File: config.mk
export PLATFORM = sky130hd
export DESIGN_NAME = axil_rd_arbiter
export DESIGN_NICKNAME = d
export VERILOG_FILES = /design/src/rtl/axil_rd_arbiter.sv
export SDC_FILE = /design/constraint.sdc
export NUM_CORES = 1
export LEC_CHECK = 0
export ABC_AREA = 1
export CORE_MARGIN = 3
export CORE_UTILIZATION = 41
export CTS_CLUSTER_DIAMETER = 120
export CTS_CLUSTER_SIZE = 25
export DETAILED_ROUTE_END_ITERATION = 12
export HOLD_SLACK_MARGIN = 0.12
export PLACE_DENSITY = 0.84
export SYNTH_ARGS = -nofsm -noshare
export SYNTH_HDL_FRONTEND = slang
export SYNTH_SLANG_ARGS = --single-unit
File: constraint.sdc
create_clock -name clk -period 3.2 [get_ports clk]
set_input_delay 0.32 -clock clk [delete_from_list [all_inputs] [get_ports clk]]
set_output_delay 0.32 -clock clk [all_outputs]
set_load 0.05 [all_outputs]
File: src/rtl/axil_rd_arbiter.sv
// axil_rd_arbiter
//   Two AXI4-Lite read masters (s0 = instruction fetch, s1 = data) share one
//   AXI4-Lite read slave (m). Round-robin grant, exactly one read in flight,
//   and every slave-side output comes straight from a register.
//
// Ports
//   clk, rst            rising-edge clock, synchronous active-high reset
//   s0_axil_*           master 0 AR/R channels (araddr/arprot/arvalid in, arready out,
//                       rdata/rresp/rvalid out, rready in)
//   s1_axil_*           master 1, same as s0
//   m_axil_*            shared slave AR/R channels (araddr/arprot/arvalid/rready out,
//                       arready/rdata/rresp/rvalid in)
//
// Flow: IDLE (accept a winner) -> ADDR (present AR) -> DATA (wait for R)
//       -> RESP (return to the granted master) -> IDLE.
// The shared slave must be reset by the same rst: a reset mid-read drops the
// read without a response.
module axil_rd_arbiter #(
  parameter int ADDR_WIDTH = 32,
  parameter int DATA_WIDTH = 32
) (
  input  logic                  clk,
  input  logic                  rst,
  // master 0 (instruction)
  input  logic [ADDR_WIDTH-1:0] s0_axil_araddr,
  input  logic [2:0]            s0_axil_arprot,
  input  logic                  s0_axil_arvalid,
  output logic                  s0_axil_arready,
  output logic [DATA_WIDTH-1:0] s0_axil_rdata,
  output logic [1:0]            s0_axil_rresp,
  output logic                  s0_axil_rvalid,
  input  logic                  s0_axil_rready,
  // master 1 (data)
  input  logic [ADDR_WIDTH-1:0] s1_axil_araddr,
  input  logic [2:0]            s1_axil_arprot,
  input  logic                  s1_axil_arvalid,
  output logic                  s1_axil_arready,
  output logic [DATA_WIDTH-1:0] s1_axil_rdata,
  output logic [1:0]            s1_axil_rresp,
  output logic                  s1_axil_rvalid,
  input  logic                  s1_axil_rready,
  // shared slave
  output logic [ADDR_WIDTH-1:0] m_axil_araddr,
  output logic [2:0]            m_axil_arprot,
  output logic                  m_axil_arvalid,
  input  logic                  m_axil_arready,
  input  logic [DATA_WIDTH-1:0] m_axil_rdata,
  input  logic [1:0]            m_axil_rresp,
  input  logic                  m_axil_rvalid,
  output logic                  m_axil_rready
);

  typedef enum logic [1:0] {IDLE, ADDR, DATA, RESP} state_e;

  state_e                state_q;
  logic                  last_grant_q;
  logic                  grant_q;
  logic [ADDR_WIDTH-1:0] araddr_q;
  logic [2:0]            arprot_q;
  logic                  arvalid_q;
  logic                  rready_q;
  logic                  s0_rvalid_q;
  logic                  s1_rvalid_q;
  logic [DATA_WIDTH-1:0] rdata_q;
  logic [1:0]            rresp_q;

  logic win0, win1, r_hs;

  // A lone requester always wins; on a tie the master that was not granted
  // last time goes. win0/win1 are mutually exclusive by construction.
  assign win0 = s0_axil_arvalid & (~s1_axil_arvalid | last_grant_q);
  assign win1 = s1_axil_arvalid & (~s0_axil_arvalid | ~last_grant_q);

  // Only the AR ready is combinational: the winner is accepted in IDLE only.
  assign s0_axil_arready = (state_q == IDLE) & win0;
  assign s1_axil_arready = (state_q == IDLE) & win1;

  // Both masters see the captured data; only their own rvalid qualifies it.
  assign s0_axil_rdata  = rdata_q;
  assign s0_axil_rresp  = rresp_q;
  assign s0_axil_rvalid = s0_rvalid_q;
  assign s1_axil_rdata  = rdata_q;
  assign s1_axil_rresp  = rresp_q;
  assign s1_axil_rvalid = s1_rvalid_q;

  assign m_axil_araddr  = araddr_q;
  assign m_axil_arprot  = arprot_q;
  assign m_axil_arvalid = arvalid_q;
  assign m_axil_rready  = rready_q;

  assign r_hs = (s0_rvalid_q & s0_axil_rready) | (s1_rvalid_q & s1_axil_rready);

  always_ff @(posedge clk) begin
    if (rst) begin
      state_q      <= IDLE;
      last_grant_q <= 1'b1;  // master 0 wins the first tie
      grant_q      <= 1'b0;
      araddr_q     <= '0;
      arprot_q     <= '0;
      arvalid_q    <= 1'b0;
      rready_q     <= 1'b0;
      s0_rvalid_q  <= 1'b0;
      s1_rvalid_q  <= 1'b0;
      rdata_q      <= '0;
      rresp_q      <= '0;
    end else begin
      case (state_q)
        IDLE: begin
          if (win0 | win1) begin
            grant_q   <= win1;
            araddr_q  <= win1 ? s1_axil_araddr : s0_axil_araddr;
            arprot_q  <= win1 ? s1_axil_arprot : s0_axil_arprot;
            arvalid_q <= 1'b1;
            state_q   <= ADDR;
          end
        end
        ADDR: begin
          if (m_axil_arready) begin
            arvalid_q <= 1'b0;
            rready_q  <= 1'b1;
            state_q   <= DATA;
          end
        end
        DATA: begin
          if (m_axil_rvalid) begin
            rdata_q     <= m_axil_rdata;
            rresp_q     <= m_axil_rresp;  // error responses pass through untouched
            rready_q    <= 1'b0;
            s0_rvalid_q <= ~grant_q;
            s1_rvalid_q <= grant_q;
            state_q     <= RESP;
          end
        end
        RESP: begin
          if (r_hs) begin
            s0_rvalid_q  <= 1'b0;
            s1_rvalid_q  <= 1'b0;
            last_grant_q <= grant_q;
            state_q      <= IDLE;
          end
        end
        default: state_q <= IDLE;
      endcase
    end
  end

endmodule
### Word level (Yosys, flattened, before mapping)

Cells that the tools add are included.

* flip-flop bits (word level): 77
* bits in latches: 0
* RAM bits: 0
* ROM bits: 0
* input port bits: 112
* word-level logic and storage cells: 61
* memories kept: 0

* add/sub/neg operators: 0
* multiply operators: 0
* divide/modulo/power cells: 0
* magnitude comparators: 0
* equality and inequality tests: 7
* shifts and indexed selects: 0
* mux-type cells: 18
* bitwise logic cells: 14
* reduce and logical (&&, ||, !) cells: 11

Operator list (count)
* 2-to-1 mux 32 bit: 1
* AND reduction 3 bit: 3
* 2-to-1 mux 2 bit: 4
* one-hot mux 1 bit (2 select lines): 4
* one-hot mux 2 bit (4 select lines): 1
* 2-to-1 mux 1 bit: 7
* AND 1 bit: 6
* != test 2 bit (second input constant): 3
* AND reduction 2 bit: 3
* nonzero test 2 bit: 3
* == test 2 bit (second input constant): 2
* inverter 1 bit: 4
* OR 1 bit: 4
* AND reduction 4 bit: 1
* 2-to-1 mux 3 bit: 1
* == test 2 x 1 -> 1 bit (second input constant): 1
* zero test 2 bit: 1
* != test 2 x 1 -> 1 bit (second input constant): 1

### Longest topological paths before layout

Gate-level depths: netlist (run 1).

* depth in word-level cells: 6
* depth in mapped cells: 9
* mapped depth without buffers: 8

### Worst setup path before layout (run 1)

OpenSTA, ideal clock, no wires.

* kind: flip-flop to output port
* start point: register state_q[0]
* end point: output port s0_axil_arready
* arrival time: 1396 ps
* setup slack: 1484 ps
* cell stages (with the launch flop): 7
* buffers on the path: 2
* path through: dfxtp_1 inv_1 ha_1 buf_2 clkbuf_1 o211ai_1 inv_1

* cells in the longest elaborated chain, start to end: 2

Ends and longest elaborated chain
* from (decl): RTL line 55 `state_e state_q;`
* from (signal assigned): RTL line 95 `state_q <= IDLE;`
* from (signal assigned): RTL line 114 `state_q <= ADDR;`
* from (signal assigned): RTL line 121 `state_q <= DATA;`
* zero test 2 bit: RTL line 75 `assign s0_axil_arready = (state_q == IDLE) & win0;`
* AND 1 bit: RTL line 75
* to (decl): RTL line 28 `output logic s0_axil_arready,`

No other way between the ends.

### Final worst setup path (run 1)

* start point: input port s0_axil_arvalid
* end point: output port s1_axil_arready

* cells in the longest elaborated chain, start to end: 4

Ends and longest elaborated chain
* from (decl): RTL line 27 `input logic s0_axil_arvalid,`
* inverter 1 bit: RTL line 72 `assign win1 = s1_axil_arvalid & (~s0_axil_arvalid | ~last_grant_q);`
* OR 1 bit: RTL line 72
* AND 1 bit: RTL line 72
* AND 1 bit: RTL line 76 `assign s1_axil_arready = (state_q == IDLE) & win1;`
* to (decl): RTL line 37 `output logic s1_axil_arready,`

No other way between the ends.

==> flow_metrics.py, run 1 <==
metrics = {
    "routing": {
        "vias": 4022,
        "drt_iter0_markers": 114,
        "antenna_left": 0,
        "dr.pass1.iters": 4,
        "routed_via_density": 4.97,
        "wirelength_mm": 11.4,
        "drc": 0,
        "wl_per_cell_um": 14.0,
    },
    "synth": {
        "synth-compound-area-share_pct": 15.4,
        "muxShareOfSynthArea_pct": 0,
        "synth.avg_cell_area_um2": 6.98,
        "synthCells": 529,
        "synth_area_um2": 3690,
        "synth_area_leaders": "dfxtp_1, nor2_1, nand2_1, buf_4, nand3_1",
        "synthesis.nets": 645,
        "ys_warn_count": 0,
        "synth-seq-cells": 77,
        "synth_top_family_by_area": "simple AND/OR/NAND/NOR gates",
        "synth-simple-area-share_pct": 28.2,
        "synth_cell_type_count": 20,
        "seq_area_frac_synth_pct": 41.7,
        "synth_fa_ha_area_share_pct": 1.35,
        "synth_top_area_cell": "dfxtp_1",
        "synth_xor_xnor_area_share_pct": 0,
        "synth_top_area_share_pct": 41.7,
    },
    "global_routing": {
        "grt_max_degree": 39,
        "grt_usage_pct": 21.9,
        "grt_pass1_vias": 3837,
        "grt_pass1_wl_mm": 17.9,
        "antenna_found_initial": 0,
        "overflow": 0,
    },
    "timing": {
        "fin_skew_ns": 0.00637,
        "hold_viol_final": 0,
        "setup_viol": 0,
        "maxSlewHeadroom_pct": 49.1,
        "rsz0062_at_grt": "no",
        "fin_setup_tns_ns": 0,
        "period_needed_ns": 2.22,
        "slew_violations": 0,
        "max_freq_ghz": 0.451,
        "worst_pin_slew_ns": 0.761,
        "whs_ns": 0.448,
        "period_share_pct": 69.3,
    },
    "floorplan": {
        "fp.dieW_um": 101,
        "start_util_pct": 42.4,
        "fp.coreArea_um2": 8720,
        "die_h_um": 101,
        "die_area_um2": 10200,
        "pin_count": 221,
        "row_count": 34,
    },
    "hold_path": {
        "worst_hold_path.endpoint": "m_axil_arvalid$_SDFFE_PP0P_",
        "hold_path_depth": 2,
        "min-delay-start": "m_axil_arvalid$_SDFFE_PP0P_",
        "hold_class": "flop to flop",
    },
    "cells_and_area": {
        "n_antenna_cell": 0,
        "final_cell_mix": "clkdlybuf4s50_1, nor2_1, nand2_1",
        "final_common_cell": "clkdlybuf4s50_1",
        "final_layout_size_suffix_gt1_share_pct": 3.85,
        "final_net_count": 813,
        "post-route-util_pct": 67.1,
        "area_delta_synth_final_pct": 58.4,
        "fin_area_um2": 5850,
    },
    "critical_path": {
        "rr_worst_depth": 7,
        "critical_path_class": "primary input to output pin",
        "end_kind": "output pin",
        "rrSetupSlack_ns": 1.39,
        "r2r-start": "state_q[0]$_SDFFE_PP0P_",
        "crit_required_ns": 2.88,
        "crit_path_max_fanout": 38,
        "cp-start-kind": "primary input",
        "arrival_ns": 1.90,
        "r2r_end": "s0_axil_rdata[1]$_SDFFE_PP0P_",
    },
    "power_and_ir_drop": {
        "p_switching_mw": 2.64,
        "ir_worst_vdd_mv": 0.418,
        "p_comb_share_pct": 58.5,
        "p_sw_share_pct": 49.0,
        "power.total_mw": 5.38,
        "p_leak_nw": 2.39,
        "pwr_density_cell_nw_per_um2": 920,
        "seqPwrFrac_pct": 27.2,
        "clock_power_share_pct": 14.3,
        "intPower_mw": 2.75,
    },
    "clocking": {
        "cts_max_level": 3,
        "cts_setup_buffers": 0,
        "cts_tree": "done",
        "cts_sinks": 77,
        "cts_resized": 0,
        "clkTransAtPathRegs_ns": 0.08,
        "clock_latency_ns": 0.33,
        "holdBufCountCts": 0,
        "numCtsBuffers": 9,
        "cts_max_path_buffers": 2,
        "cts_root_buf": "clkbuf_8",
    },
    "placed_design": {
        "postPlaceCellArea_um2": 5640,
        "place.gp.congestion": 0.803,
        "hpwl_mm": 8.79,
        "io_buffers": 220,
    },
    "run_status": {
        "outcome": "completed",
    },
    "flow_run": {
        "drv_cap": 0,
    },
}
## state kept, by name (all words and copies together), names as in the netlist
signal and flops:
m_axil_rready 1, m_axil_arvalid 1, s1_axil_rvalid 1, s0_axil_rresp 2, s0_axil_rdata 32, s0_axil_rvalid 1
m_axil_arprot 3, last_grant_q 1, grant_q 1, m_axil_araddr 32, state_q 2
## cell type report
class / instances / area, um2
Clock buffer: 12 / 135
Tap cell: 108 / 135
Clock inverter: 4 / 72.6
Timing Repair Buffer: 226 / 2250
Fill cell: 726 / 2870
Inverter: 14 / 52.6
Sequential cell: 77 / 1540
Multi-Input combinational cell: 369 / 1660
## power by group through the flow
stage | logic [mW] | clock network (mW) | registers [mW]
2_1_floorplan | 1.22 | 0 | 2.46
3_3_place_gp | 3.13 | 0 | 1.46
3_5_place_dp | 3.17 | 0 | 1.48
4_1_cts | 3.18 | 0.791 | 1.46
5_1_grt | 3.34 | 0.830 | 1.50
6_report | 3.15 | 0.767 | 1.47
## worst max-delay path, stage by stage
cell and delay [ns]:
clkdlybuf4s50_1 0.48, nand2_2 0.59, nand3_1 0.19, inv_1 0.15, buf_12 0.14
## worst max path at each step
stage                                 start                              to  slack [ns]
finish                      s0_axil_arvalid                 s1_axil_arready        0.98
global route                s0_axil_arvalid                 s1_axil_arready        0.83
CTS                         s0_axil_arvalid                 s1_axil_arready        0.99
detailed placement          s0_axil_arvalid  m_axil_araddr[20]$_SDFFE_PP0P_        0.94
global placement            s0_axil_arvalid                 s1_axil_arready        1.01
floorplan           state_q[0]$_SDFFE_PP0P_                 s0_axil_arready        1.48
## cell families after synthesis
group / Yosys count
AND/OR/NAND/NOR: 252
AO/OA/AOI/OAI: 113
adder cells (fa/ha/maj): 4
buffers and inverters: 83
flip-flops: 77
## synth_stat cells
cell	instances
a21oi_1	42
buf_1	1
buf_2	19
buf_4	34
buf_6	4
clkbuf_1	11
dfxtp_1	77
ha_1	4
inv_1	12
inv_2	2
nand2_1	89
nand2_2	1
nand2_4	1
nand2_8	1
nand3_1	45
nand3_4	1
nor2_1	114
o211ai_1	1
o21ai_0	32
o21ai_1	38
## layer usage
layer | share of wire, % | vias to the layer above | global-route usage (%)
met5 | 0 | - | 0
met4 | 1.3 | 0 | 7.06
met3 | 11 | 12 | 7.54
met2 | 50 | 183 | 39.3
met1 | 37 | 1816 | 24.1
li1 | - | 2011 | -
## through the flow
| step | worst slack (ns) | std cells |
|---|---|---|
| after floorplan | 1.48 | 529 |
| after global placement | 1.01 | 794 |
| after detailed placement | 0.938 | 794 |
| after CTS | 0.990 | 810 |
| after global routing | 0.829 | 810 |
| final | 0.982 | 810 |
Note: power is estimated with default switching activity, not from simulation.
==> run 2, diff against run 1 <==
--- a/config.mk
+++ b/config.mk
@@ -7,12 +7,12 @@
 export LEC_CHECK = 0
 export ABC_AREA = 1
 export CORE_MARGIN = 3
-export CORE_UTILIZATION = 41
+export CORE_UTILIZATION = 38
 export CTS_CLUSTER_DIAMETER = 120
 export CTS_CLUSTER_SIZE = 25
 export DETAILED_ROUTE_END_ITERATION = 12
 export HOLD_SLACK_MARGIN = 0.12
-export PLACE_DENSITY = 0.84
+export PLACE_DENSITY = 0.78
 export SYNTH_ARGS = -nofsm -noshare
 export SYNTH_HDL_FRONTEND = slang
 export SYNTH_SLANG_ARGS = --single-unit
==> constraint.sdc (replaced) <==
create_clock -name clk -period 2.1 [get_ports clk]
set_input_delay 0.21 -clock clk [delete_from_list [all_inputs] [get_ports clk]]
set_output_delay 0.21 -clock clk [all_outputs]
set_load 0.05 [all_outputs]
==> run 2 against run 1 <==
Net effect: register-to-register slack got worse by 0.87 ns; clock power rose by 77%; first-iteration DRC count increased by 60%; critical path type is now flop to output pin; design area up 1.8%; sequential power is 52% higher; highest routed layer unchanged.
==> flow_metrics.py, run 2 (synthesized netlist as in run 1, its figures left out) <==
metrics = {
    "flow_run": {
        "drv_cap": 0,
    },
    "critical_path": {
        "path_buf_inv": 3,
        "rr_worst_depth": 5,
        "crit_family": "adder cells",
        "r2r_end": "m_axil_araddr[31]$_SDFFE_PP0P_",
        "crit_path_max_fanout": 8,
        "path_cells": "inv_1 > ha_1 > o211ai_1 > inv_1 > buf_4",
        "crit_required_ns": 1.89,
        "cpMaxStageDelayCell": "ha_1",
        "critical_path_class": "flop to output pin",
        "arrival_ns": 1.64,
        "cpMostUsedCell": "inv_1",
        "max_stage_delay_ns": 0.40,
        "r2r-start": "state_q[0]$_SDFFE_PP0P_",
        "cp-start-kind": "flop",
        "rrSetupSlack_ns": 0.52,
        "end_kind": "output pin",
    },
    "cells_and_area": {
        "finalNonFillerCells": 835,
        "n_antenna_cell": 0,
        "final_net_count": 818,
        "final_cell_mix": "clkdlybuf4s50_1, nor2_1, nand2_1",
        "post-route-util_pct": 63.8,
        "final_common_cell": "clkdlybuf4s50_1",
        "final_layout_size_suffix_gt1_share_pct": 4.82,
        "area_delta_synth_final_pct": 61.2,
    },
    "timing": {
        "period_needed_ns": 1.85,
        "whs_ns": 0.445,
        "hold_viol_final": 0,
        "setup_viol": 0,
        "worst_pin_slew_ns": 0.581,
        "period_share_pct": 88.1,
        "fin_setup_tns_ns": 0,
        "finalWorstSetupSlack_ns": 0.249,
        "maxSlewHeadroom_pct": 61.2,
        "rsz0062_at_grt": "no",
        "slew_violations": 0,
        "fin_skew_ns": 0.0156,
        "max_freq_ghz": 0.540,
    },
    "routing": {
        "wl_per_cell_um": 14.1,
        "drc": 0,
        "maxUsedRoutingLayer": "met4",
        "wirelength_mm": 11.8,
        "routed_via_density": 4.85,
        "wl_met1_mm": 4.58,
        "vias": 4046,
        "antenna_left": 0,
        "dr_wl_met2_mm": 5.74,
        "dr.pass1.iters": 4,
        "wl_met3_mm": 1.18,
        "drt_iter0_markers": 182,
    },
    "clocking": {
        "holdBufCountCts": 0,
        "cts_root_buf": "clkbuf_8",
        "cts_max_path_buffers": 2,
        "cts_sinks": 77,
        "cts_resized": 0,
        "clock_latency_ns": 0.34,
        "cts_tree": "done",
        "cts_max_level": 3,
        "cts_setup_buffers": 0,
        "clkTransAtPathRegs_ns": 0.08,
        "numCtsBuffers": 9,
    },
    "floorplan": {
        "fp.dieW_um": 105,
        "pin_count": 221,
        "die_h_um": 105,
        "row_count": 35,
        "die_area_um2": 10900,
        "start_util_pct": 39.6,
        "fp.coreArea_um2": 9330,
    },
    "power_and_ir_drop": {
        "ir_worst_vdd_mv": 0.621,
        "p_leak_nw": 2.44,
        "pwr_density_cell_nw_per_um2": 1410,
    },
    "placed_design": {
        "placed_cells": 820,
        "place_worst_setup_slack_ns": 0.275,
        "io_buffers": 220,
        "place.gp.congestion": 0.784,
        "hpwl_mm": 9.15,
    },
    "hold_path": {
        "hold_class": "flop to flop",
        "hold_path_depth": 2,
        "worst_hold_path.endpoint": "m_axil_arvalid$_SDFFE_PP0P_",
        "min-delay-start": "m_axil_arvalid$_SDFFE_PP0P_",
    },
    "global_routing": {
        "grt_pass1_wl_mm": 19.3,
        "antenna_found_initial": 0,
        "grt_pass1_vias": 3957,
        "overflow": 0,
        "grt_max_degree": 44,
        "grt_usage_pct": 21.5,
    },
    "run_status": {
        "outcome": "completed",
    },
}
run 2: cell types whose count changed in the layout (fill, tap and decap cells not counted):
cell	previous run	this run
clkbuf_8	9	11
clkbuf_1	3	0
clkinvlp_4	1	0
bufinv_16	2	3
buf_4	7	12
run 2: worst reg2reg max path, cell delays in order (launching register included):
cell,delay [ns]
dfxtp_1,0.35
inv_1,0.09
ha_1,0.40
buf_4,0.42
a21oi_1,0.13
nor2_1,0.13
run 2: layout make-up:
| class | count | area (um2) |
|---|---|---|
| Clock buffer | 11 | 151 |
| Clock inverter | 4 | 95.1 |
| Fill cell | 839 | 3370 |
| Inverter | 14 | 52.6 |
| Multi-Input combinational cell | 369 | 1660 |
| Sequential cell | 77 | 1540 |
| Tap cell | 129 | 161 |
| Timing Repair Buffer | 231 | 2290 |
run 2: per-layer routing:
layer	GRT usage, %	vias to the layer above
li1	-	2022
met1	24.3	1800
met2	37.2	198
met3	7.23	26
met4	8.90	0
met5	0	-
run 2: worst max-delay path by stage:
stage,startpoint,endpoint,cells after the start
after floorplan,state_q[0]$_SDFFE_PP0P_,s0_axil_arready,6
after global placement,s1_axil_arvalid,m_axil_araddr[15]$_SDFFE_PP0P_,7
after detailed placement,s1_axil_arvalid,m_axil_araddr[31]$_SDFFE_PP0P_,7
after CTS,state_q[0]$_SDFFE_PP0P_,s1_axil_arready,5
after global routing,state_q[0]$_SDFFE_PP0P_,s0_axil_arready,5
final,state_q[0]$_SDFFE_PP0P_,s0_axil_arready,5
run 2: power breakdown:
| group | switching, mW | internal, mW | total, mW |
|---|---|---|---|
| combinational | 3.22 | 1.60 | 4.81 |
| sequential | 0.305 | 1.93 | 2.23 |
| clock | 0.510 | 0.847 | 1.36 |
run 2: metrics by stage:
step	area [um2]	total power [mW]
2_1_floorplan	3690	5.62
3_3_place_gp	5710	7.02
3_5_place_dp	5710	7.10
5_1_grt	5950	8.86
6_report	5950	8.40
4_1_cts	5950	8.47
==> run 3, diff against run 2 <==
--- a/config.mk
+++ b/config.mk
@@ -9,7 +9,7 @@
 export CORE_MARGIN = 3
 export CORE_UTILIZATION = 38
 export CTS_CLUSTER_DIAMETER = 120
-export CTS_CLUSTER_SIZE = 25
+export CTS_CLUSTER_SIZE = 12
 export DETAILED_ROUTE_END_ITERATION = 12
 export HOLD_SLACK_MARGIN = 0.12
 export PLACE_DENSITY = 0.78
==> results of run 3 <==
Final layout, timing and power as in run 2 (identical DEF).
